## config.mk

```make
export PLATFORM = sky130hd
export DESIGN_NAME = mem_arbiter
export DESIGN_NICKNAME = d
export VERILOG_FILES = /design/src/rtl/mem_arbiter.sv
export SDC_FILE = /design/constraint.sdc
export NUM_CORES = 1
export LEC_CHECK = 0
export CORE_MARGIN = 8
export CORE_UTILIZATION = 40
export DETAILED_ROUTE_END_ITERATION = 6
export PLACE_DENSITY = 0.89
export REMOVE_ABC_BUFFERS = 1
export SLEW_MARGIN = 40
export SYNTH_ARGS = -nofsm -noshare
export SYNTH_HDL_FRONTEND = slang
export SYNTH_SLANG_ARGS = --single-unit
```

## constraint.sdc

```tcl
create_clock -name clk -period 6.2 [get_ports clk]
set_input_delay 1.24 -clock clk [delete_from_list [all_inputs] [get_ports clk]]
set_output_delay 1.24 -clock clk [all_outputs]
set_load 0.01 [all_outputs]
```

## src/rtl/mem_arbiter.sv

```systemverilog
// Arbitrates a shared single-port memory between an instruction-fetch and a data
// port; data accesses win, each access is bounded by a MAX_WAIT-cycle timeout.
module mem_arbiter #(
    parameter int MAX_WAIT = 15
) (
    input  logic        clk,
    input  logic        clr,
    input  logic        hold_i,

    input  logic        if_ce_i,
    input  logic [31:0] if_addr_i,
    output logic [31:0] if_data_o,
    output logic        if_stallreq_o,

    input  logic        dm_ce_i,
    input  logic        dm_we_i,
    input  logic [31:0] dm_addr_i,
    input  logic [3:0]  dm_sel_i,
    input  logic [31:0] dm_wdata_i,
    output logic [31:0] dm_rdata_o,
    output logic        dm_stallreq_o,

    output logic        bus_req_o,
    output logic        bus_we_o,
    output logic [31:0] bus_addr_o,
    output logic [3:0]  bus_sel_o,
    output logic [31:0] bus_wdata_o,
    input  logic [31:0] bus_rdata_i,
    input  logic        bus_ack_i,
    output logic        bus_err_o
);

    typedef enum logic [1:0] {
        IDLE   = 2'd0,
        IF_ACC = 2'd1,
        DM_ACC = 2'd2
    } state_t;

    localparam logic [7:0] WAIT_LAST = 8'(MAX_WAIT - 1);

    state_t      state;
    state_t      state_next;
    logic        if_done;
    logic        dm_done;
    logic [7:0]  wait_cnt;

    logic        if_pending;
    logic        dm_pending;
    logic        advance;
    logic        in_access;
    logic        timeout;
    logic        finish;
    logic [31:0] acc_rdata;

    assign if_pending    = if_ce_i & ~if_done;
    assign dm_pending    = dm_ce_i & ~dm_done;
    assign if_stallreq_o = if_pending;
    assign dm_stallreq_o = dm_pending;

    // The pipeline moves on only when nothing else holds it and both ports are served.
    assign advance   = ~hold_i & ~if_pending & ~dm_pending;
    assign in_access = (state != IDLE);
    assign timeout   = in_access & ~bus_ack_i & (wait_cnt == WAIT_LAST);
    assign finish    = in_access & (bus_ack_i | timeout);
    assign acc_rdata = bus_ack_i ? bus_rdata_i : 32'h0;

    always_ff @(posedge clk) begin
        if (clr) begin
            state <= IDLE;
        end else begin
            state <= state_next;
        end
    end

    always_comb begin
        state_next = state;
        case (state)
            IDLE: begin
                if (dm_pending) begin
                    state_next = DM_ACC;
                end else if (if_pending) begin
                    state_next = IF_ACC;
                end
            end
            IF_ACC, DM_ACC: begin
                if (finish) begin
                    state_next = IDLE;
                end
            end
            default: state_next = IDLE;
        endcase
    end

    // Bus signals are captured once on entry and held until the access finishes.
    always_ff @(posedge clk) begin
        if (clr) begin
            bus_req_o   <= 1'b0;
            bus_we_o    <= 1'b0;
            bus_addr_o  <= 32'h0;
            bus_sel_o   <= 4'h0;
            bus_wdata_o <= 32'h0;
        end else if (state == IDLE) begin
            if (dm_pending) begin
                bus_req_o   <= 1'b1;
                bus_we_o    <= dm_we_i;
                bus_addr_o  <= dm_addr_i;
                bus_sel_o   <= dm_sel_i;
                bus_wdata_o <= dm_wdata_i;
            end else if (if_pending) begin
                bus_req_o   <= 1'b1;
                bus_we_o    <= 1'b0;
                bus_addr_o  <= if_addr_i;
                bus_sel_o   <= 4'hF;
                bus_wdata_o <= 32'h0;
            end
        end else if (finish) begin
            bus_req_o <= 1'b0;
            bus_we_o  <= 1'b0;
        end
    end

    always_ff @(posedge clk) begin
        if (clr) begin
            wait_cnt <= 8'd0;
        end else if (!in_access || finish) begin
            wait_cnt <= 8'd0;
        end else begin
            wait_cnt <= wait_cnt + 8'd1;
        end
    end

    // A pipeline advance clears the done flags even if an orphaned access finishes on the same edge.
    always_ff @(posedge clk) begin
        if (clr) begin
            if_data_o  <= 32'h0;
            dm_rdata_o <= 32'h0;
            if_done    <= 1'b0;
            dm_done    <= 1'b0;
            bus_err_o  <= 1'b0;
        end else begin
            if (finish && (state == DM_ACC) && !bus_we_o) begin
                dm_rdata_o <= acc_rdata;
            end
            if (finish && (state == IF_ACC)) begin
                if_data_o <= acc_rdata;
            end
            if (timeout) begin
                bus_err_o <= 1'b1;
            end

            if (advance) begin
                dm_done <= 1'b0;
            end else if (finish && (state == DM_ACC)) begin
                dm_done <= 1'b1;
            end

            if (advance) begin
                if_done <= 1'b0;
            end else if (finish && (state == IF_ACC)) begin
                if_done <= 1'b1;
            end
        end
    end

endmodule

```

Word-level counts from Yosys, hierarchy flattened
Cells that the tools add are included.
{"block": "word_totals", "output_inout_bits": 137, "regBits": 147, "mem_count": 0, "latchBits": 0, "ram_bits": 0, "word_cells": 66, "mem_bits_ro": 0, "in_bits": 139}
{"block": "op_classes", "n_bitwise": 14, "mul": 0, "n_div": 0, "n_mux": 18, "n_reduce_logical": 16, "order_cmp": 0, "addsub": 1, "shifts": 0, "n_eq_ne": 5}
{"operator": "2-to-1 mux 32 bit", "count": 5}
{"operator": "adder 8 x 1 -> 8 bit (second input constant)", "count": 1}
{"operator": "equality test 8 x 4 -> 1 bit (second input constant)", "count": 1}
{"operator": "2-to-1 mux 4 bit", "count": 2}
{"operator": "AND 1 bit", "count": 7}
{"operator": "2-to-1 mux 1 bit", "count": 7}
{"operator": "2-to-1 mux 2 bit", "count": 3}
{"operator": "inverter 1 bit", "count": 6}
{"operator": "AND reduction 2 bit", "count": 3}
{"operator": "nonzero test 2 bit", "count": 3}
{"operator": "OR reduction 2 bit", "count": 3}
{"operator": "case mux 2 bit (2 select lines)", "count": 1}
{"operator": "logical AND 1 bit", "count": 3}
{"operator": "!= test 3 bit (second input constant)", "count": 1}
{"operator": "equality test 2 x 1 -> 1 bit (second input constant)", "count": 1}
{"operator": "equality test 2 bit (second input constant)", "count": 1}
{"operator": "zero test 1 bit", "count": 2}
{"operator": "zero test 2 bit", "count": 1}
{"operator": "!= test 2 bit (second input constant)", "count": 1}
{"operator": "logical OR 1 bit", "count": 1}
{"operator": "OR 1 bit", "count": 1}

Logic depth before layout (Yosys ltp)
Gate-level depths: netlist of the first run.
{"block": "depth", "word_depth": 7, "depth_mapped": 9, "mapped_depth_nobuf": 6}

Least setup slack after synthesis of the first run
OpenSTA, ideal clock, no wires.
{"block": "synth_path", "path_kind": "in2out", "startpoint": "input port dm_ce_i", "endpoint": "output port dm_stallreq_o", "t_required_ps": 4960, "cell_stages": 5, "arrival_time_ps": 1965, "path_slack_ps": 2995, "n_path_buf": 3, "path_cell_list": "nand2b_1 > buf_2 > inv_1 > buf_2 > buf_1"}
{"block": "synth_between", "elab_chain_len": 1}
{"element": "start, declared", "line_no": "15", "rtl": "input logic dm_ce_i,"}
{"element": "AND 1 bit", "line_no": "56", "rtl": "assign dm_pending = dm_ce_i & ~dm_done;"}
{"element": "end, declared", "line_no": "21", "rtl": "output logic dm_stallreq_o,"}
No other way between the ends.

Worst setup path after layout of the first run
Ends and elaborated chain as after synthesis.

==> results of run 1 <==
[per-stage QoR]
step           instances  worst slack (ns)  total power, W  utilization  hold WS, ns
6_report            1109              2.26         0.00275        0.659        0.475
5_1_grt             1109              2.19         0.00287        0.659        0.496
3_3_place_gp        1076              2.27         0.00163        0.609        0.455
3_5_place_dp        1076              2.27         0.00164        0.610        0.465
4_1_cts             1108              2.26         0.00277        0.658        0.474
2_1_floorplan        611              1.50         0.00131            -        0.453
[worst max-delay path, stage by stage]
cell             delay (ns)
clkdlybuf4s50_1        0.45
nand2b_1               0.27
inv_1                  0.18
clkdlybuf4s50_1        0.56
[power breakdown]
group | internal (W) | leakage (nW) | switching (W)
Clock | 0.000727 | 0.307 | 0.000400
Combinational | 0.000280 | 1.74 | 0.000282
Sequential | 0.00102 | 1.20 | 0.0000393
[metal layers]
| metal | vias up | wire length (um) | global-route usage |
|---|---|---|---|
| met2 | 265 | 8990 | 0.344 |
| met1 | 2559 | 7400 | 0.239 |
| met3 | 28 | 2350 | 0.0909 |
| met5 | - | 0 | 0 |
| met4 | 0 | 419 | 0.0836 |
| li1 | 2805 | - | - |
[placed cells by master, fill, tap and decap left out, types with 2 or more instances in the layout]
cell	instances
a21oi_1	68
a22oi_1	32
a311oi_1	32
and2_1	2
buf_4	10
bufinv_16	5
clkbuf_1	2
clkbuf_16	17
clkdlybuf4s50_1	274
clkinv_4	2
clkinvlp_4	3
dfxtp_1	147
ha_1	5
inv_1	6
nand2_1	130
nand2b_1	4
nand3_1	2
nand4_1	3
nor2_1	87
nor2_2	2
nor3_1	9
o21ai_0	39
o21ai_1	26
xnor2_1	2
xor2_1	4
[sequential cells by signal, summed over array words and instances, names as in the netlist, 2 cells and up]
register,flops
bus_addr_o,32
bus_wdata_o,32
if_data_o,32
state,2
bus_sel_o,4
dm_rdata_o,32
wait_cnt,8
[logic make-up (layout without fill, tap and decap cells)]
| kind of cell | count (synthesis) | count (layout) | synth area share |
|---|---|---|---|
| flip-flops | 147 | 147 | 0.528 |
| XOR/XNOR | 6 | 6 | 0.00944 |
| buffers and inverters | 64 | 324 | 0.0541 |
| AO/OA/AOI/OAI | 204 | 204 | 0.223 |
| AND/OR/NAND/NOR | 243 | 243 | 0.174 |
| adder cells (fa/ha/maj) | 5 | 5 | 0.0112 |
[how the worst max path moves through the flow]
stage	startpoint	end	slack [ns]	depth (start not counted)
after floorplan	dm_ce_i	bus_addr_o[0]	1.50	3
after global placement	dm_ce_i	dm_stallreq_o	2.27	4
after detailed placement	dm_ce_i	dm_stallreq_o	2.27	4
after CTS	dm_ce_i	dm_stallreq_o	2.26	4
after global routing	dm_ce_i	dm_stallreq_o	2.19	4
final	dm_ce_i	dm_stallreq_o	2.26	4
[layout make-up]
type,count,share of cell area
well taps,180,0.0249
flip-flops and latches,147,0.326
inverters,6,0.00249
clock buffers,20,0.0494
repair buffers,286,0.315
clock inverters,12,0.0226
multi-input cells,458,0.260
==> flow_metrics.tcl, run 1 <==
set metrics [dict create \
    start_util 0.406 \
    setup_tns_ns 0 \
    cts_buffers 17 \
    regArea_mm2 0.00294 \
    synth_cell_types 31 \
    fin_crit_ns 3.94 \
    slew_viol_final 0 \
    cts_resized 0 \
    synth_top_cell_area_share 0.528 \
    path_max_fanout 10 \
    clk_pin_slew_ns 0.06 \
    ys_seq_area_frac 0.528 \
    cap_viol_max_count 0 \
    synthArstFlopShare 0 \
    antenna_found_initial 0 \
    ant_nets 0 \
    stdcell_area_mm2 0.00904 \
    holdPathStages 2 \
    cts_tree "built" \
    grt_start_max_net_pins 98 \
    coreArea_mm2 0.0137 \
    clk_latency_ns 0.42 \
    rows 43 \
    grt_pass1_vias 5598 \
    ys_seq_elements 147 \
    wl_per_cell_um 17.3 \
    synthCells 669 \
    synth-edff-count 0 \
    n_antenna_cell 0 \
    r2r_end "if_data_o[27]" \
    critPathCaptureType "primary output" \
    drc 0 \
    start_kind "input port" \
    vias 5657 \
    ctsHoldBuffers 0 \
    port_buffers 275 \
    finalCritPeriodShare 0.636 \
    status "completed" \
    arrival_ns 2.70 \
    die_w_um 134 \
    max_freq_ghz 0.254 \
    post_cts.repair.setup_buffers 0 \
    die_y_um 134 \
    setup_viol 0 \
    crit_type "in2out" \
    drt_iter0_markers 399 \
    yosys_warnings 0 \
    fin_nets 1060 \
    ios 276 \
    skew_ns 0.0101 \
    dp_hpwl_um 13600 \
    first_pass_iters 5 \
    area_growth_pct 62.3 \
    overflow 0 \
    dpl_cell_area_mm2 0.00837 \
    htreeDepth 4 \
    synth_flop_cell "dfxtp_1" \
    yosys.cell_count.top_type "dfxtp_1" \
    r2r_start "state[0]" \
    vias_per_cell 5.10 \
    cts.sinks 147 \
    clockBufferDepth 2 \
    r2r_cells 6 \
    final_layout_size_suffix_gt1_frac 0.0517 \
    yosys-top-cells-count "147 x dfxtp_1, 130 x nand2_1, 89 x nor2_1" \
    max_slew_margin 0.514 \
    ir_worst_vdd_mv 0.215 \
    multi_input_area_mm2 0.00235 \
    netlist_area_mm2 0.00557 \
    synth.area.top_cells "dfxtp_1 53%, nand2_1 8.8%, a21oi_1 6.1%" \
    ff2ff_setup_slack_ns 3.90 \
    min_path_type "reg2reg" \
    leakagePower_nw 3.25 \
    post-synth-top-area-cell "dfxtp_1" \
    hold_violations 0 \
    required_ns 4.96 \
    die_area_mm2 0.0180 \
    gr-usage-all-layers 0.211 \
    nFillCells 1113 \
    power_density_mw_per_mm2 304 \
    hp-start "dm_rdata_o[4]" \
    grt_setup_unrepaired "false" \
    tightest_slew_ns 0.729 \
    drt_wl_total_um 19200 \
    hold_end "dm_rdata_o[4]" \
    place_congestion 0.777 \
    synth_area_per_cell_um2 8.32 \
    cts_root_buf "clkbuf_16" \
    grt_pass1_wl_um 30200 \
]
Note: power is estimated with default switching activity, not from simulation.
==> inputs of run 2 (changes only) <==
- CORE_UTILIZATION: 40 -> 36
- PLACE_DENSITY: 0.89 -> 0.85
- clock period: 6.2 -> 3.2 ns (I/O delays scaled with it)
==> run 2 against run 1 <==
Cell area is 0.73% higher. Combinational power increased by 96%. Hold slack worse by 0.0020 ns. Wire length is 1.2% lower. Sequential share of layout area down 0.24 points. Clock power rose by 99%. Sequential power up 93%. Die area up 9.7%. First-iteration DRC count decreased by 29%. Core utilization shrank 5.8 points. Cell count is 0.81% higher. Critical path type unchanged. Critical endpoint is now if_stallreq_o.
==> flow_metrics.tcl, run 2 (same netlist as run 1, synthesis figures left out) <==
set metrics [dict create \
    path_cells "clkdlybuf4s50_1 -> nand2b_1 -> inv_1 -> clkdlybuf4s50_1" \
    slew_viol_final 0 \
    r2r_end "dm_rdata_o[0]" \
    setup_tns_ns 0 \
    skew_ns 0.00844 \
    die_y_um 140 \
    arrival_ns 2.00 \
    final_cell_mix "274 x clkdlybuf4s50_1, 147 x dfxtp_1, 130 x nand2_1" \
    clk_pin_slew_ns 0.06 \
    first_pass_iters 5 \
    hold_violations 0 \
    cap_viol_max_count 0 \
    hp-start "if_data_o[5]" \
    coreArea_mm2 0.0151 \
    final_common_cell "clkdlybuf4s50_1" \
    path_max_fanout 4 \
    max_freq_ghz 0.379 \
    ir_worst_vdd_mv 0.360 \
    drt_wl_total_um 18900 \
    dpl_cell_area_mm2 0.00844 \
    post_cts.repair.setup_buffers 0 \
    overflow 0 \
    r2r_start "state[1]" \
    ant_nets 0 \
    holdPathStages 2 \
    dp_hpwl_um 13600 \
    die_area_mm2 0.0197 \
    setup_viol 0 \
    r2r_cells 7 \
    max_slew_margin 0.491 \
    port_buffers 275 \
    stdcell_area_mm2 0.00910 \
    clk_latency_ns 0.42 \
    wl_per_cell_um 16.9 \
    power_density_mw_per_mm2 593 \
    antenna_found_initial 0 \
    grt_pass1_vias 5608 \
    ff2ff_setup_slack_ns 0.86 \
    clockBufferDepth 2 \
    finalCritPeriodShare 0.824 \
    grt_setup_unrepaired "false" \
    drt_iter0_markers 285 \
    finalNonFillerCells 1118 \
    cts_tree "built" \
    crit_path_frequent_cell "clkdlybuf4s50_1" \
    start_kind "input port" \
    tightest_slew_ns 0.763 \
    grt_start_max_net_pins 72 \
    drc 0 \
    gr-usage-all-layers 0.187 \
    htreeDepth 4 \
    n_antenna_cell 0 \
    status "completed" \
    cts.sinks 147 \
    dp.cells 1086 \
    cts_buffers 17 \
    rows 45 \
    cts_resized 0 \
    place_congestion 0.754 \
    crit_type "in2out" \
    leakagePower_nw 3.29 \
    critPathCaptureType "primary output" \
    final_layout_size_suffix_gt1_frac 0.0505 \
    grt_pass1_wl_um 29700 \
    start_util 0.368 \
    crit_slowest_cell "clkdlybuf4s50_1" \
    slowest_delay_ns 0.61 \
    fin_util 0.601 \
    required_ns 2.56 \
    fin_nets 1061 \
    die_w_um 140 \
    fin_hold_ws_ns 0.473 \
    area_growth_pct 63.5 \
    fin_crit_ns 2.64 \
    min_path_type "reg2reg" \
    cts_root_buf "clkbuf_16" \
    vias 5620 \
    ios 276 \
    vias_per_cell 5.03 \
    hold_end "if_data_o[5]" \
    ctsHoldBuffers 0 \
]
-- run 2: routing by layer --
layer / up-vias / wire (um) / global-route usage
li1: 2810 / - / -
met1: 2563 / 7560 / 0.211
met2: 234 / 9040 / 0.309
met3: 13 / 2160 / 0.0938
met4: 0 / 172 / 0.0469
met5: - / 0 / 0
-- run 2: worst max-delay path by stage --
stage	startpoint	to	cells past startpoint	slack, ns
4_1_cts	if_ce_i	if_stallreq_o	4	0.55
2_1_floorplan	dm_ce_i	bus_addr_o[0]	3	-0.90
3_5_place_dp	if_ce_i	if_stallreq_o	4	0.56
5_1_grt	if_ce_i	if_stallreq_o	4	0.48
3_3_place_gp	if_ce_i	if_stallreq_o	4	0.55
6_report	if_ce_i	if_stallreq_o	4	0.56
-- run 2: worst max-delay path: cells and delay by family --
family,cells,cell delay (ns)
buf+inv,3,1.22
simple gates,1,0.15
-- run 2: cell type report --
type	instances	area [um2]
fillers	1307	6040
multi-input cells	458	2350
well taps	188	235
repair buffers	287	2890
clock buffers	23	468
clock inverters	9	199
flip-flops and latches	147	2940
inverters	6	22.5
-- run 2: report_power, final --
group	switching [W]	total [W]	internal (W)
combinational	0.000542	0.00110	0.000560
sequential	0.0000747	0.00205	0.00197
clock	0.000747	0.00225	0.00151
total	0.00136	0.00540	0.00404
-- run 2: stage by stage --
step	power, W	setup slack [ns]
floorplan	0.00253	-0.902
global placement	0.00318	0.548
detailed placement	0.00320	0.557
CTS	0.00547	0.546
global route	0.00566	0.485
finish	0.00540	0.562
